--- config.mk ---
export PLATFORM = sky130hd
export DESIGN_NAME = jedro_1_sig_monitor
export DESIGN_NICKNAME = d
export VERILOG_FILES = /design/src/rtl/jedro_1_sig_monitor_pkg.sv /design/src/rtl/jedro_1_sig_monitor_cnt.sv /design/src/rtl/jedro_1_sig_monitor.sv
export SDC_FILE = /design/constraint.sdc
export NUM_CORES = 1
export LEC_CHECK = 0
export ABC_AREA = 1
export BUFFER_PORTS_ARGS = -buffer_cell sky130_fd_sc_hd__clkbuf_2
export CORE_UTILIZATION = 40
export CTS_BUF_LIST = sky130_fd_sc_hd__clkbuf_16
export DETAILED_ROUTE_END_ITERATION = 6
export PLACE_DENSITY = 0.67
export SLEW_MARGIN = 5
export SYNTH_ARGS = -nofsm -noshare
export SYNTH_HDL_FRONTEND = slang
export SYNTH_HIERARCHICAL = 1
export SYNTH_SLANG_ARGS = --single-unit
--- constraint.sdc ---
create_clock -name clk_i -period 5.7 [get_ports clk_i]
set_clock_uncertainty 0.15 [all_clocks]
set_input_delay 0 -clock clk_i [delete_from_list [all_inputs] [get_ports clk_i]]
set_output_delay 0 -clock clk_i [all_outputs]
set_load 0.01 [all_outputs]
--- src/rtl/jedro_1_sig_monitor_pkg.sv ---
// Shared types and control-cell layout for the signature monitor.
package jedro_1_sig_monitor_pkg;

    typedef enum logic [2:0] {
        ST_RUN,
        ST_DUMP_REQ,
        ST_DUMP_WAIT,
        ST_DUMP_OUT,
        ST_DONE
    } state_e;

    localparam int unsigned SIG_START_OFS = 1;
    localparam int unsigned SIG_END_OFS   = 2;
    localparam int unsigned HALT_OFS      = 3;

    // Byte address of a control cell counted down from the top of memory.
    function automatic logic [31:0] cell_addr(input int unsigned mem_words, input int unsigned ofs);
        return 32'((mem_words - ofs) << 2);
    endfunction

endpackage

--- src/rtl/jedro_1_sig_monitor_cnt.sv ---
// Saturating cycle counter with enable, clear and terminal-count flag.
module jedro_1_sig_monitor_cnt #(
    parameter logic [31:0] TC_VAL = 32'hFFFF_FFFF
) (
    input  logic        clk_i,
    input  logic        rst_i,
    input  logic        en_i,
    input  logic        clr_i,
    output logic [31:0] cnt_o,
    output logic        tc_o
);

    logic [31:0] cnt_q, cnt_d;

    always_comb begin
        cnt_d = cnt_q;
        if (clr_i) begin
            cnt_d = '0;
        end else if (en_i && (cnt_q != 32'hFFFF_FFFF)) begin
            cnt_d = cnt_q + 32'd1;
        end
    end

    // Flags the cycle in which the count steps onto the terminal value.
    assign tc_o  = (cnt_d == TC_VAL) && (cnt_q != TC_VAL);
    assign cnt_o = cnt_q;

    always_ff @(posedge clk_i or posedge rst_i) begin
        if (rst_i) begin
            cnt_q <= '0;
        end else begin
            cnt_q <= cnt_d;
        end
    end

endmodule

--- src/rtl/jedro_1_sig_monitor.sv ---
// Snoops a CPU data bus for signature/halt control writes, then streams the
// signature region out of memory one word at a time.
//
// state     | meaning
// RUN       | count cycles, snoop control cells, wait for halt or timeout
// DUMP_REQ  | issue one memory read at ptr_q
// DUMP_WAIT | wait for read data
// DUMP_OUT  | present word on the stream until accepted
// DONE      | dump finished, idle until reset
module jedro_1_sig_monitor
    import jedro_1_sig_monitor_pkg::*;
#(
    parameter int unsigned DATA_WIDTH      = 32,
    parameter int unsigned ADDR_WIDTH      = 32,
    parameter int unsigned MEM_SIZE_WORDS  = 1 << 19,
    parameter int unsigned TIMEOUT         = 1000000,
    parameter int unsigned DUMP_ON_TIMEOUT = 1
) (
    input  logic                  clk_i,
    input  logic                  rst_i,
    input  logic                  snoop_stb_i,
    input  logic [3:0]            snoop_we_i,
    input  logic [ADDR_WIDTH-1:0] snoop_addr_i,
    input  logic [DATA_WIDTH-1:0] snoop_wdata_i,
    output logic                  mem_req_o,
    output logic [ADDR_WIDTH-1:0] mem_addr_o,
    input  logic                  mem_rvalid_i,
    input  logic [DATA_WIDTH-1:0] mem_rdata_i,
    output logic                  sig_valid_o,
    input  logic                  sig_ready_i,
    output logic [DATA_WIDTH-1:0] sig_data_o,
    output logic                  sig_last_o,
    output logic                  done_o,
    output logic                  timeout_o,
    output logic [31:0]           cycle_cnt_o
);

    localparam logic [ADDR_WIDTH-1:0] START_A = ADDR_WIDTH'(cell_addr(MEM_SIZE_WORDS, SIG_START_OFS));
    localparam logic [ADDR_WIDTH-1:0] END_A   = ADDR_WIDTH'(cell_addr(MEM_SIZE_WORDS, SIG_END_OFS));
    localparam logic [ADDR_WIDTH-1:0] HALT_A  = ADDR_WIDTH'(cell_addr(MEM_SIZE_WORDS, HALT_OFS));
    localparam bit DUMP_TO = (DUMP_ON_TIMEOUT != 0);

    state_e                  state_q;
    logic [ADDR_WIDTH-1:0]   start_q, end_q, ptr_q, mem_addr_q;
    logic [DATA_WIDTH-1:0]   sig_data_q;
    logic                    mem_req_q, sig_valid_q, sig_last_q, done_q, timeout_q;

    logic                    run, snoop_wr, halt_req, tc, can_dump, is_last;
    logic [ADDR_WIDTH-1:0]   wdata_aligned, ptr_next;

    assign run           = (state_q == ST_RUN);
    assign snoop_wr      = snoop_stb_i && (snoop_we_i == 4'b1111);
    assign halt_req      = snoop_wr && (snoop_addr_i == HALT_A) && (snoop_wdata_i == DATA_WIDTH'(1));
    assign wdata_aligned = ADDR_WIDTH'(snoop_wdata_i) & ~ADDR_WIDTH'(3);
    assign can_dump      = (start_q < end_q);
    assign ptr_next      = ptr_q + ADDR_WIDTH'(4);
    // Extra bit so a region ending near the top of the address space still terminates.
    assign is_last       = ({1'b0, ptr_q} + (ADDR_WIDTH + 1)'(4)) >= {1'b0, end_q};

    jedro_1_sig_monitor_cnt #(
        .TC_VAL (32'(TIMEOUT - 1))
    ) u_cnt (
        .clk_i (clk_i),
        .rst_i (rst_i),
        .en_i  (run),
        .clr_i (1'b0),
        .cnt_o (cycle_cnt_o),
        .tc_o  (tc)
    );

    always_ff @(posedge clk_i or posedge rst_i) begin
        if (rst_i) begin
            state_q     <= ST_RUN;
            start_q     <= '0;
            end_q       <= '0;
            ptr_q       <= '0;
            mem_addr_q  <= '0;
            mem_req_q   <= 1'b0;
            sig_data_q  <= '0;
            sig_valid_q <= 1'b0;
            sig_last_q  <= 1'b0;
            done_q      <= 1'b0;
            timeout_q   <= 1'b0;
        end else begin
            case (state_q)
                ST_RUN: begin
                    if (snoop_wr && (snoop_addr_i == START_A)) start_q <= wdata_aligned;
                    if (snoop_wr && (snoop_addr_i == END_A))   end_q   <= wdata_aligned;
                    if (halt_req || tc) begin
                        // A halt in the expiry cycle takes precedence over the timeout.
                        timeout_q <= !halt_req;
                        if (can_dump && (halt_req || DUMP_TO)) begin
                            state_q    <= ST_DUMP_REQ;
                            mem_req_q  <= 1'b1;
                            mem_addr_q <= start_q;
                            ptr_q      <= start_q;
                        end else begin
                            state_q <= ST_DONE;
                            done_q  <= 1'b1;
                        end
                    end
                end
                ST_DUMP_REQ: begin
                    mem_req_q  <= 1'b0;
                    mem_addr_q <= '0;
                    state_q    <= ST_DUMP_WAIT;
                end
                ST_DUMP_WAIT: begin
                    if (mem_rvalid_i) begin
                        sig_data_q  <= mem_rdata_i;
                        sig_valid_q <= 1'b1;
                        sig_last_q  <= is_last;
                        state_q     <= ST_DUMP_OUT;
                    end
                end
                ST_DUMP_OUT: begin
                    if (sig_ready_i) begin
                        sig_valid_q <= 1'b0;
                        sig_last_q  <= 1'b0;
                        sig_data_q  <= '0;
                        ptr_q       <= ptr_next;
                        if (sig_last_q) begin
                            state_q <= ST_DONE;
                            done_q  <= 1'b1;
                        end else begin
                            state_q    <= ST_DUMP_REQ;
                            mem_req_q  <= 1'b1;
                            mem_addr_q <= ptr_next;
                        end
                    end
                end
                ST_DONE: state_q <= ST_DONE;
                default: state_q <= ST_RUN;
            endcase
        end
    end

    assign mem_req_o   = mem_req_q;
    assign mem_addr_o  = mem_addr_q;
    assign sig_valid_o = sig_valid_q;
    assign sig_data_o  = sig_data_q;
    assign sig_last_o  = sig_last_q;
    assign done_o      = done_q;
    assign timeout_o   = timeout_q;

endmodule

==> results of run 1 <==
## sequential cells by signal, summed over array words and instances, names as in the netlist, 3 cells and up
register	count
sig_data_o	32
end_q	30
state_q	3
start_q	30
u_cnt/cnt_o	32
ptr_q	30
mem_addr_o	30
## final cells by class
cell class | count | area share
Timing Repair Buffer | 280 | 0.119
Inverter | 260 | 0.0662
Clock inverter | 15 | 0.0112
Clock buffer | 17 | 0.0287
Multi-Input combinational cell | 1249 | 0.418
Tap cell | 390 | 0.0329
Sequential cell | 192 | 0.324
## metal layers
metal	track usage	wire length, µm
met1	0.320	16900
met2	0.395	16800
met3	0.0433	2490
met4	0.0737	845
met5	0	0
## report_power, final
part / switching [mW] / internal (mW)
Sequential: 0.270 / 1.60
Clock: 0.557 / 0.688
Combinational: 0.750 / 0.456
## logic make-up (layout without fill, tap and decap cells)
| group | Yosys count | count (layout) | share of synthesized area |
|---|---|---|---|
| AO/OA/AOI/OAI | 199 | 199 | 0.0930 |
| XOR/XNOR | 11 | 11 | 0.00781 |
| adder cells (fa/ha/maj) | 61 | 61 | 0.0619 |
| buffers and inverters | 321 | 572 | 0.109 |
| flip-flops | 192 | 192 | 0.390 |
| other | 1 | 3 | 0.000304 |
| AND/OR/NAND/NOR | 975 | 975 | 0.338 |
## synth_stat cells (2+ instances only)
library cell	count	share of area
sky130_fd_sc_hd__nand2_2	4	0.0020
sky130_fd_sc_hd__buf_2	18	0.0073
sky130_fd_sc_hd__dfrtp_1	192	0.39
sky130_fd_sc_hd__buf_6	12	0.011
sky130_fd_sc_hd__nor2_2	5	0.0025
sky130_fd_sc_hd__o21ai_0	117	0.047
sky130_fd_sc_hd__a21o_1	3	0.0018
sky130_fd_sc_hd__or2_2	3	0.0015
sky130_fd_sc_hd__nand3_1	139	0.056
sky130_fd_sc_hd__buf_4	7	0.0043
sky130_fd_sc_hd__nor3b_1	2	0.0012
sky130_fd_sc_hd__nor2_4	5	0.0046
sky130_fd_sc_hd__nand2_1	540	0.16
sky130_fd_sc_hd__inv_1	254	0.077
sky130_fd_sc_hd__xnor2_1	4	0.0028
sky130_fd_sc_hd__ha_1	61	0.062
sky130_fd_sc_hd__a21oi_1	37	0.015
sky130_fd_sc_hd__clkbuf_1	22	0.0067
sky130_fd_sc_hd__nand4_1	57	0.029
sky130_fd_sc_hd__a22o_1	32	0.023
sky130_fd_sc_hd__nor3_1	16	0.0065
sky130_fd_sc_hd__buf_1	2	0.00061
sky130_fd_sc_hd__nor2_1	176	0.054
sky130_fd_sc_hd__o21bai_1	6	0.0037
sky130_fd_sc_hd__and2_1	17	0.0086
sky130_fd_sc_hd__nor4_1	5	0.0025
sky130_fd_sc_hd__xor2_1	7	0.0050
sky130_fd_sc_hd__inv_2	6	0.0018
## final timing paths
check | cells past startpoint | slack [ns] | startpoint | to
max | 22 | 1.16 | state_q[1] | mem_addr_o[30]
min | 6 | 0.08 | snoop_addr_i[28] | state_q[1]
max reg2reg | 22 | 1.16 | state_q[1] | mem_addr_o[30]
min reg2reg | 2 | 0.32 | mem_addr_o[20] | mem_addr_o[20]
max in group asynchronous | 4 | 3.96 | rst_i | sig_data_o[10]
min in group asynchronous | 4 | 0.11 | rst_i | u_cnt/cnt_o[10]
## worst max-delay path: cells and delay by family, from the launching register on
kind / cells / cell delay [ns]
AOI/OAI and AO/OA: 1 / 0.14
DFF: 1 / 0.41
buffers and inverters: 5 / 0.93
and+or+nand+nor: 16 / 2.77
## per-stage QoR
stage,std cells,utilization,hold WS (ns)
finish,2403,0.495,0.0814
global route,2403,0.495,0.104
detailed placement,2305,0.453,0.0200
global placement,2305,0.453,0.0104
floorplan,1762,-,-0.0338
CTS,2403,0.495,0.0532
## repair_timing
item	CTS	global route
gates resized for setup	0	0
endpoints found under the setup margin	0	0
endpoints found under the hold margin	236	0
hold buffers	66	0
==> tab_implementation.tex, run 1 <==
\begin{tabular}{lr}
\hline
Metric & Value \\
\hline
\multicolumn{2}{l}{\textbf{Synth}} \\
\quad Count of flip-flops with a built-in enable after synthesis & 0 \\
\quad Mapped cell area & roughly 0.012 mm² \\
\quad Sequential fraction of the synthesis area & 0.390 \\
\quad Asr flop ratio synth & 1.00 \\
\quad Post-synthesis sequential element count & 192 \\
\quad Distinct cell type count after synthesis & 39 \\
\quad Total number of yosys warnings & 6 \\
\quad Number of cells produced by synthesis & 1,760 \\
\quad Per-instance average area after synthesis & about 7 µm² \\
\quad Most common flop cell mapped by yosys & sky130\_fd\_sc\_hd\_\_dfrtp\_1 \\
\multicolumn{2}{l}{\textbf{Critical path}} \\
\quad Arr. time, crit path & 4.71 ns \\
\quad Ordered list of cells on the worst path & nor2\_1, inv\_1, nor2\_2, inv\_1, nor3\_1, nand2\_1, nor2\_1, nand3\_1, nand3\_1, nand2\_1, inv\_1, nand2\_1, nor2\_1, nand3\_1, nor2\_1, nor2\_1, a21oi\_2, buf\_4, nand3\_1, buf\_4, nand2\_1, nand2\_1 \\
\quad Data required time of the worst path & 5.87 ns \\
\quad Kind of critical path & flip-flop to flip-flop \\
\quad CP max stage cell & sky130\_fd\_sc\_hd\_\_nor2\_2 \\
\quad Type of destination of the critical path & flip-flop \\
\quad Maximum fanout encountered on the critical timing path & 33 \\
\quad Worst setup SP type & flip-flop \\
\quad Worst path max stage delay & 0.59 ns \\
\multicolumn{2}{l}{\textbf{Global routing}} \\
\quad Antenna violations before repair & 0 \\
\quad Largest net degree at the start of global routing & 111 \\
\quad Vias in the first global route & 11,405 \\
\quad Global-route usage over all layers & 0.240 \\
\quad Global-route wire length before repair & 59,100 µm \\
\quad Final global-route overflow total & 0 \\
\multicolumn{2}{l}{\textbf{Floorplanning}} \\
\quad Horiz. Die Dim & 178 µm \\
\quad DIE AREA & 0.0315 mm² \\
\quad Die span in y & 178 µm \\
\quad Initial cell density of the core & 0.412 \\
\quad Core Box Area & 0.0300 mm² \\
\quad Cell Rows & 63 \\
\quad Number of ports placed on the die boundary & 206 \\
\multicolumn{2}{l}{\textbf{STA}} \\
\quad Setup TNS Final & 0 ns \\
\quad Min Tclk post-route & 4.54 ns \\
\quad \# setup viols final & 0 \\
\quad Worst Setup Slack, final & about 1.2 ns \\
\quad Measured slew at the worst slew-check pin & between 1 and 1.5 ns \\
\quad Headroom to the max-slew limit & 0.306 \\
\quad RSZ-0062 raised after global routing & no \\
\quad Count of endpoints failing hold in the final timing report & 0 \\
\quad Period Utilization, post-route & 0.797 \\
\quad F\_max & approximately 220 MHz \\
\quad Final number of max-transition violations & 0 \\
\multicolumn{2}{l}{\textbf{Clocking}} \\
\quad Buffers from clock root to sink, at most & 2 \\
\quad H-tree depth reported by CTS & 4 \\
\quad Clock Sinks & approximately 190 \\
\quad TritonCTS buffer count & 17 \\
\quad Clock network latency to the later pin of the worst-skew pair & between 0.4 and 0.5 ns \\
\quad CTS Root Buffer Type & sky130\_fd\_sc\_hd\_\_clkbuf\_16 \\
\quad Clock Pin Slew Worst Setup and Hold Paths & around 0.070 ns \\
\quad Setup Fix Bufs, Post-CTS & 0 \\
\quad TritonCTS clock tree & built \\
\multicolumn{2}{l}{\textbf{Layout}} \\
\quad Filler cell count in the final layout & about 3,000 \\
\quad Most frequent cells in the layout & 539 x sky130\_fd\_sc\_hd\_\_nand2\_1, 253 x sky130\_fd\_sc\_hd\_\_inv\_1, 203 x sky130\_fd\_sc\_hd\_\_clkbuf\_2 \\
\quad Final Cell Area & 0.0148 mm² \\
\quad Post-layout net count & between 2,000 and 2,500 \\
\quad Most common library cell in the layout ignoring fill and taps & sky130\_fd\_sc\_hd\_\_nand2\_1 \\
\quad Total area of multi-input combinational cells & 0.00620 mm² \\
\quad Proportion of layout cells with a drive suffix above 1 & 0.135 \\
\quad Area Growth Syn to Fin & 20.2\% \\
\quad Area used by sequential logic in the layout & 0.00480 mm² \\
\quad Diodes inserted & 0 \\
\multicolumn{2}{l}{\textbf{Drt}} \\
\quad Iteration-0 DRC count of the detailed router & 894 \\
\quad Total Routed Length & 37,100 µm \\
\quad Number of antenna-violating nets in the routed design & 0 \\
\quad Vias after detailed routing & approximately 12,000 \\
\quad Total DRC errors in the routed layout & 0 \\
\quad Drt wl/cell & 15.4 µm \\
\quad Vias per inst & 5.05 \\
\quad Count of TritonRoute iterations in the first routing pass & 5 \\
\multicolumn{2}{l}{\textbf{Flow run}} \\
\quad Number of max-cap violations & 0 \\
\multicolumn{2}{l}{\textbf{Worst hold path}} \\
\quad Class of the tightest hold or removal check & input port to flip-flop \\
\multicolumn{2}{l}{\textbf{Status}} \\
\quad Result of the run & finished clean \\
\multicolumn{2}{l}{\textbf{Placed design}} \\
\quad Detailed placer's ending HPWL & 27,700 µm \\
\quad Pre-CTS setup slack & 1.25 ns \\
\quad IO buf count & 203 \\
\quad Placement Cell Area & 0.0136 mm² \\
\quad Final weighted congestion in routability-driven placement & 0.957 \\
\multicolumn{2}{l}{\textbf{Power}} \\
\quad Static Leakage & 7.75 nW \\
\quad Design Power & 4.33 mW \\
\quad Power density over the cells & about 300 mW/mm² \\
\quad Peak ir drop on the vdd network & 0.000218 V \\
\hline
\end{tabular}
No activity file was read; power rests on OpenSTA's default activity.
==> run 2: changes to the inputs <==
--- a/config.mk
+++ b/config.mk
@@ -5,12 +5,12 @@
 export SDC_FILE = /design/constraint.sdc
 export NUM_CORES = 1
 export LEC_CHECK = 0
-export ABC_AREA = 1
+export ABC_AREA = 0
 export BUFFER_PORTS_ARGS = -buffer_cell sky130_fd_sc_hd__clkbuf_2
 export CORE_UTILIZATION = 40
 export CTS_BUF_LIST = sky130_fd_sc_hd__clkbuf_16
 export DETAILED_ROUTE_END_ITERATION = 6
-export PLACE_DENSITY = 0.67
+export PLACE_DENSITY = 0.7
 export SLEW_MARGIN = 5
 export SYNTH_ARGS = -nofsm -noshare
 export SYNTH_HDL_FRONTEND = slang
==> constraint.sdc (replaced) <==
create_clock -name clk_i -period 3.7 [get_ports clk_i]
set_clock_uncertainty 0.15 [all_clocks]
set_input_delay 0 -clock clk_i [delete_from_list [all_inputs] [get_ports clk_i]]
set_output_delay 0 -clock clk_i [all_outputs]
set_load 0.01 [all_outputs]
==> tab_implementation.tex, run 2 <==
\begin{tabular}{lr}
\hline
Metric & Value \\
\hline
\multicolumn{2}{l}{\textbf{Clocking}} \\
\quad Clock network latency to the later pin of the worst-skew pair & 0.44 ns (about the same) \\
\quad TritonCTS buffer count & 17 (unchanged) \\
\quad CTS Root Buffer Type & sky130\_fd\_sc\_hd\_\_clkbuf\_16 \\
\quad H-tree depth reported by CTS & 4 (unchanged) \\
\quad Clock Pin Slew Worst Setup and Hold Paths & 0.08 ns (about the same) \\
\quad TritonCTS clock tree & built \\
\quad Clock Sinks & 192 (unchanged) \\
\quad Buffers from clock root to sink, at most & 2 (unchanged) \\
\multicolumn{2}{l}{\textbf{Critical path}} \\
\quad Buffers \& Inverters on Critical Path & 4 (-1) \\
\quad Data required time of the worst path & 3.87 ns (-2.00 ns) \\
\quad Setup crit start & state\_q[0] \\
\quad Kind of critical path & flip-flop to flip-flop \\
\quad Worst path max stage delay & 0.40 ns (-0.19 ns) \\
\quad Top Family by Delay on Critical Path & simple AND/OR/NAND/NOR gates \\
\quad Most frequent cell on the critical path & sky130\_fd\_sc\_hd\_\_buf\_4 \\
\quad Worst flop-to-flop path endpoint & mem\_addr\_o[21] \\
\quad Worst reg2reg path startpoint & state\_q[0] \\
\quad Reg-to-reg slack, setup & -0.37 ns (-1.52 ns) \\
\quad CP max stage cell & sky130\_fd\_sc\_hd\_\_or3\_4 \\
\quad Worst setup path end & mem\_addr\_o[21] \\
\quad Ordered list of cells on the worst path & or3\_4, inv\_4, buf\_4, nand3\_1, nor4\_1, a21boi\_1, xnor2\_1, o22ai\_1, nor4b\_2, nand4\_1, nor4\_4, buf\_4, a41oi\_2, a211oi\_2, o211ai\_4, buf\_12, mux2\_1 \\
\quad Type of destination of the critical path & flip-flop \\
\quad Arr. time, crit path & 4.23 ns (-0.48 ns) \\
\quad Worst setup SP type & flip-flop \\
\quad Maximum fanout encountered on the critical timing path & 15 (-55\%) \\
\quad Logic depth of the worst setup path including buffers & 17 (-23\%) \\
\quad Depth of the most critical reg-to-reg path & 17 (-23\%) \\
\multicolumn{2}{l}{\textbf{Layout}} \\
\quad Area Growth Syn to Fin & 37.9\% \\
\quad Most common library cell in the layout ignoring fill and taps & sky130\_fd\_sc\_hd\_\_clkbuf\_2 \\
\quad Post-layout net count & 1,732 (-20\%) \\
\quad Proportion of layout cells with a drive suffix above 1 & 0.324 (+0.189) \\
\quad Most frequent cells in the layout & 203 x sky130\_fd\_sc\_hd\_\_clkbuf\_2, 191 x sky130\_fd\_sc\_hd\_\_dfrtp\_1, 162 x sky130\_fd\_sc\_hd\_\_nand2\_1 \\
\multicolumn{2}{l}{\textbf{Drt}} \\
\quad Iteration-0 DRC count of the detailed router & 854 (-4.5\%) \\
\quad Count of TritonRoute iterations in the first routing pass & 5 (unchanged) \\
\quad Vias after detailed routing & 10,599 (-13\%) \\
\quad Number of antenna-violating nets in the routed design & 0 (unchanged) \\
\quad Vias per inst & 5.52 (+9.2\%) \\
\quad Total Routed Length & 34,800 µm (-6.0\%) \\
\quad Drt wl/cell & 18.1 µm (+18\%) \\
\quad Total DRC errors in the routed layout & 0 (unchanged) \\
\multicolumn{2}{l}{\textbf{STA}} \\
\quad Setup TNS Final & -17.24 ns (-17.24 ns) \\
\quad \# setup viols final & 62 (+62) \\
\quad Final number of max-transition violations & 0 (unchanged) \\
\quad Headroom to the max-slew limit & 0.425 (+0.120) \\
\quad RSZ-0062 raised after global routing & yes \\
\quad Worst Setup Slack, final & -0.365 ns (-1.52 ns) \\
\quad Min Tclk post-route & 4.07 ns (-0.475 ns) \\
\quad F\_max & 246 MHz (+12\%) \\
\quad Measured slew at the worst slew-check pin & 0.862 ns (-0.179 ns) \\
\quad Count of endpoints failing hold in the final timing report & 0 (unchanged) \\
\quad Period Utilization, post-route & 1.10 (+0.302) \\
\quad Hold Slack & 0.0733 ns (-0.00813 ns) \\
\multicolumn{2}{l}{\textbf{Placed design}} \\
\quad IO buf count & 203 (unchanged) \\
\quad Final weighted congestion in routability-driven placement & 0.906 (-5.3\%) \\
\quad Detailed placer's ending HPWL & 24,600 µm (-11\%) \\
\multicolumn{2}{l}{\textbf{Global routing}} \\
\quad Global-route wire length before repair & 54,900 µm (-7.2\%) \\
\quad Vias in the first global route & 10,364 (-9.1\%) \\
\quad Antenna violations before repair & 1 (+1) \\
\quad Largest net degree at the start of global routing & 161 (+45\%) \\
\quad Global-route usage over all layers & 0.245 (+0.00512) \\
\quad Final global-route overflow total & 0 (unchanged) \\
\multicolumn{2}{l}{\textbf{Synth}} \\
\quad Yosys top cell area share & 0.435 (+0.0455) \\
\quad Sequential fraction of the synthesis area & 0.435 (+0.0455) \\
\quad Most numerous cell types in the synthesized netlist & 192 x sky130\_fd\_sc\_hd\_\_dfrtp\_1, 164 x sky130\_fd\_sc\_hd\_\_nand2\_1, 102 x sky130\_fd\_sc\_hd\_\_o21ai\_0 \\
\quad Number of cells produced by synthesis & 1,183 (-33\%) \\
\quad Total number of yosys warnings & 6 (unchanged) \\
\quad Per-instance average area after synthesis & 9.33 µm² (+33\%) \\
\quad Largest area contributor in the synthesized netlist & sky130\_fd\_sc\_hd\_\_dfrtp\_1 \\
\quad Asr flop ratio synth & 1.00 (unchanged) \\
\quad Most common flop cell mapped by yosys & sky130\_fd\_sc\_hd\_\_dfrtp\_1 \\
\quad Top area cells in the synthesized netlist & sky130\_fd\_sc\_hd\_\_dfrtp\_1 44\%, sky130\_fd\_sc\_hd\_\_ha\_1 6.9\%, sky130\_fd\_sc\_hd\_\_nand2\_1 5.6\% \\
\quad Mapped cell area & 0.0110 mm² (-10\%) \\
\quad Most instantiated library cell after synthesis & sky130\_fd\_sc\_hd\_\_dfrtp\_1 \\
\quad Distinct cell type count after synthesis & 68 (+74\%) \\
\quad Post-synthesis sequential element count & 192 (unchanged) \\
\quad Count of flip-flops with a built-in enable after synthesis & 0 (unchanged) \\
\multicolumn{2}{l}{\textbf{Floorplanning}} \\
\quad Number of ports placed on the die boundary & 206 (unchanged) \\
\quad Die span in y & 168 µm (-5.3\%) \\
\quad Core Box Area & 0.0270 mm² (-9.8\%) \\
\quad Horiz. Die Dim & 168 µm (-5.3\%) \\
\quad DIE AREA & 0.0283 mm² (-10\%) \\
\quad Initial cell density of the core & 0.409 (-0.00309) \\
\quad Cell Rows & 60 (-4.8\%) \\
\multicolumn{2}{l}{\textbf{Status}} \\
\quad Result of the run & complete, but fails checks \\
\quad Violated checks & negative setup slack \\
\multicolumn{2}{l}{\textbf{Flow run}} \\
\quad Number of max-cap violations & 0 (unchanged) \\
\multicolumn{2}{l}{\textbf{Power}} \\
\quad Power density over the cells & 523 mW/mm² (+79\%) \\
\quad Peak ir drop on the vdd network & 0.000349 V (+60\%) \\
\quad Static Leakage & 7.65 nW (-1.2\%) \\
\multicolumn{2}{l}{\textbf{Worst hold path}} \\
\quad Class of the tightest hold or removal check & input port to flip-flop \\
\hline
\end{tabular}
[run 2: cell types whose count changed after synthesis, moves of 18 or more]
cell                       change
sky130_fd_sc_hd__nand3_1     -100
sky130_fd_sc_hd__mux2_2       +42
sky130_fd_sc_hd__nor2_1      -119
sky130_fd_sc_hd__a31oi_1      +18
sky130_fd_sc_hd__a22o_1       -29
sky130_fd_sc_hd__xnor2_1      +19
sky130_fd_sc_hd__nand2_1     -376
sky130_fd_sc_hd__clkbuf_1     +23
sky130_fd_sc_hd__inv_1       -187
sky130_fd_sc_hd__a21oi_1      +24
sky130_fd_sc_hd__xor2_1       +21
sky130_fd_sc_hd__mux2i_1      +22
[run 2: routing by layer]
layer	GRT usage	vias up	wire length, µm
li1	-	4970	-
met2	0.431	420	17300
met1	0.315	5164	15100
met3	0.0374	45	1920
met4	0.0625	0	585
met5	0	-	0
[run 2: stage by stage]
stage	worst slack [ns]	total power, mW	cells	utilization	cell area [µm²]
after floorplan	-0.441	4.61	1187	-	11200
after global placement	-0.418	5.55	1804	0.498	13500
after detailed placement	-0.507	5.63	1804	0.498	13500
after CTS	-0.353	7.78	1917	0.554	15000
after global routing	-0.543	8.39	1920	0.563	15200
final	-0.365	7.97	1921	0.563	15200
[run 2: cells by family (layout without fill, tap and decap cells)]
logic type	count (synthesis)	count (layout)	share of synthesized area
compound gates	250	250	0.134
flops	192	192	0.435
xor+xnor	51	51	0.0405
mux	79	79	0.0791
simple gates	419	419	0.193
buf+inv	129	521	0.0482
fa+ha+maj	62	62	0.0700
other cells	1	6	0.000340
[run 2: layout make-up]
| cell class | instances | area [µm²] |
|---|---|---|
| timing repair buffer | 421 | 2990 |
| clock buffer | 17 | 425 |
| multi-input combinational | 866 | 6140 |
| inverter | 68 | 262 |
| clock inverter | 15 | 174 |
| tap | 341 | 427 |
| fill | 2323 | 11800 |
| antenna | 1 | 2.50 |
| sequential | 192 | 4810 |
[run 2: timing repair]
item | in CTS | in global routing
cloned | 1 | 0
endpoints found under the setup margin | 62 | 65
setup buffers | 10 | 6
hold buffers | 71 | 0
resized for setup | 24 | 46
hold endpoints to repair | 288 | 0
pin swaps | 3 | 6
[run 2: report_power, final]
group / switching (mW) / internal (mW) / leakage (nW)
combinational: 1.87 / 1.41 / 4.92
sequential: 0.306 / 2.47 / 2.43
clock: 0.936 / 0.971 / 0.296
[run 2: worst min-delay path, stage by stage]
cell	delay [ns]
sky130_fd_sc_hd__clkbuf_2	0.08
sky130_fd_sc_hd__nand4b_1	0.13
sky130_fd_sc_hd__nor4_4	0.09
sky130_fd_sc_hd__and4_1	0.15
sky130_fd_sc_hd__a21oi_1	0.16
[run 2: how the worst min path moves through the flow]
stage,from,endpoint,slack [ns],depth (start not counted)
final,snoop_stb_i,timeout_o,0.07,5
after global routing,snoop_stb_i,timeout_o,0.07,5
after CTS,snoop_stb_i,timeout_o,0.02,5
after detailed placement,rst_i,u_cnt/cnt_o[27],0.02,3
after global placement,rst_i,u_cnt/cnt_o[27],0.01,3
after floorplan,rst_i,u_cnt/cnt_o[0],-0.03,1
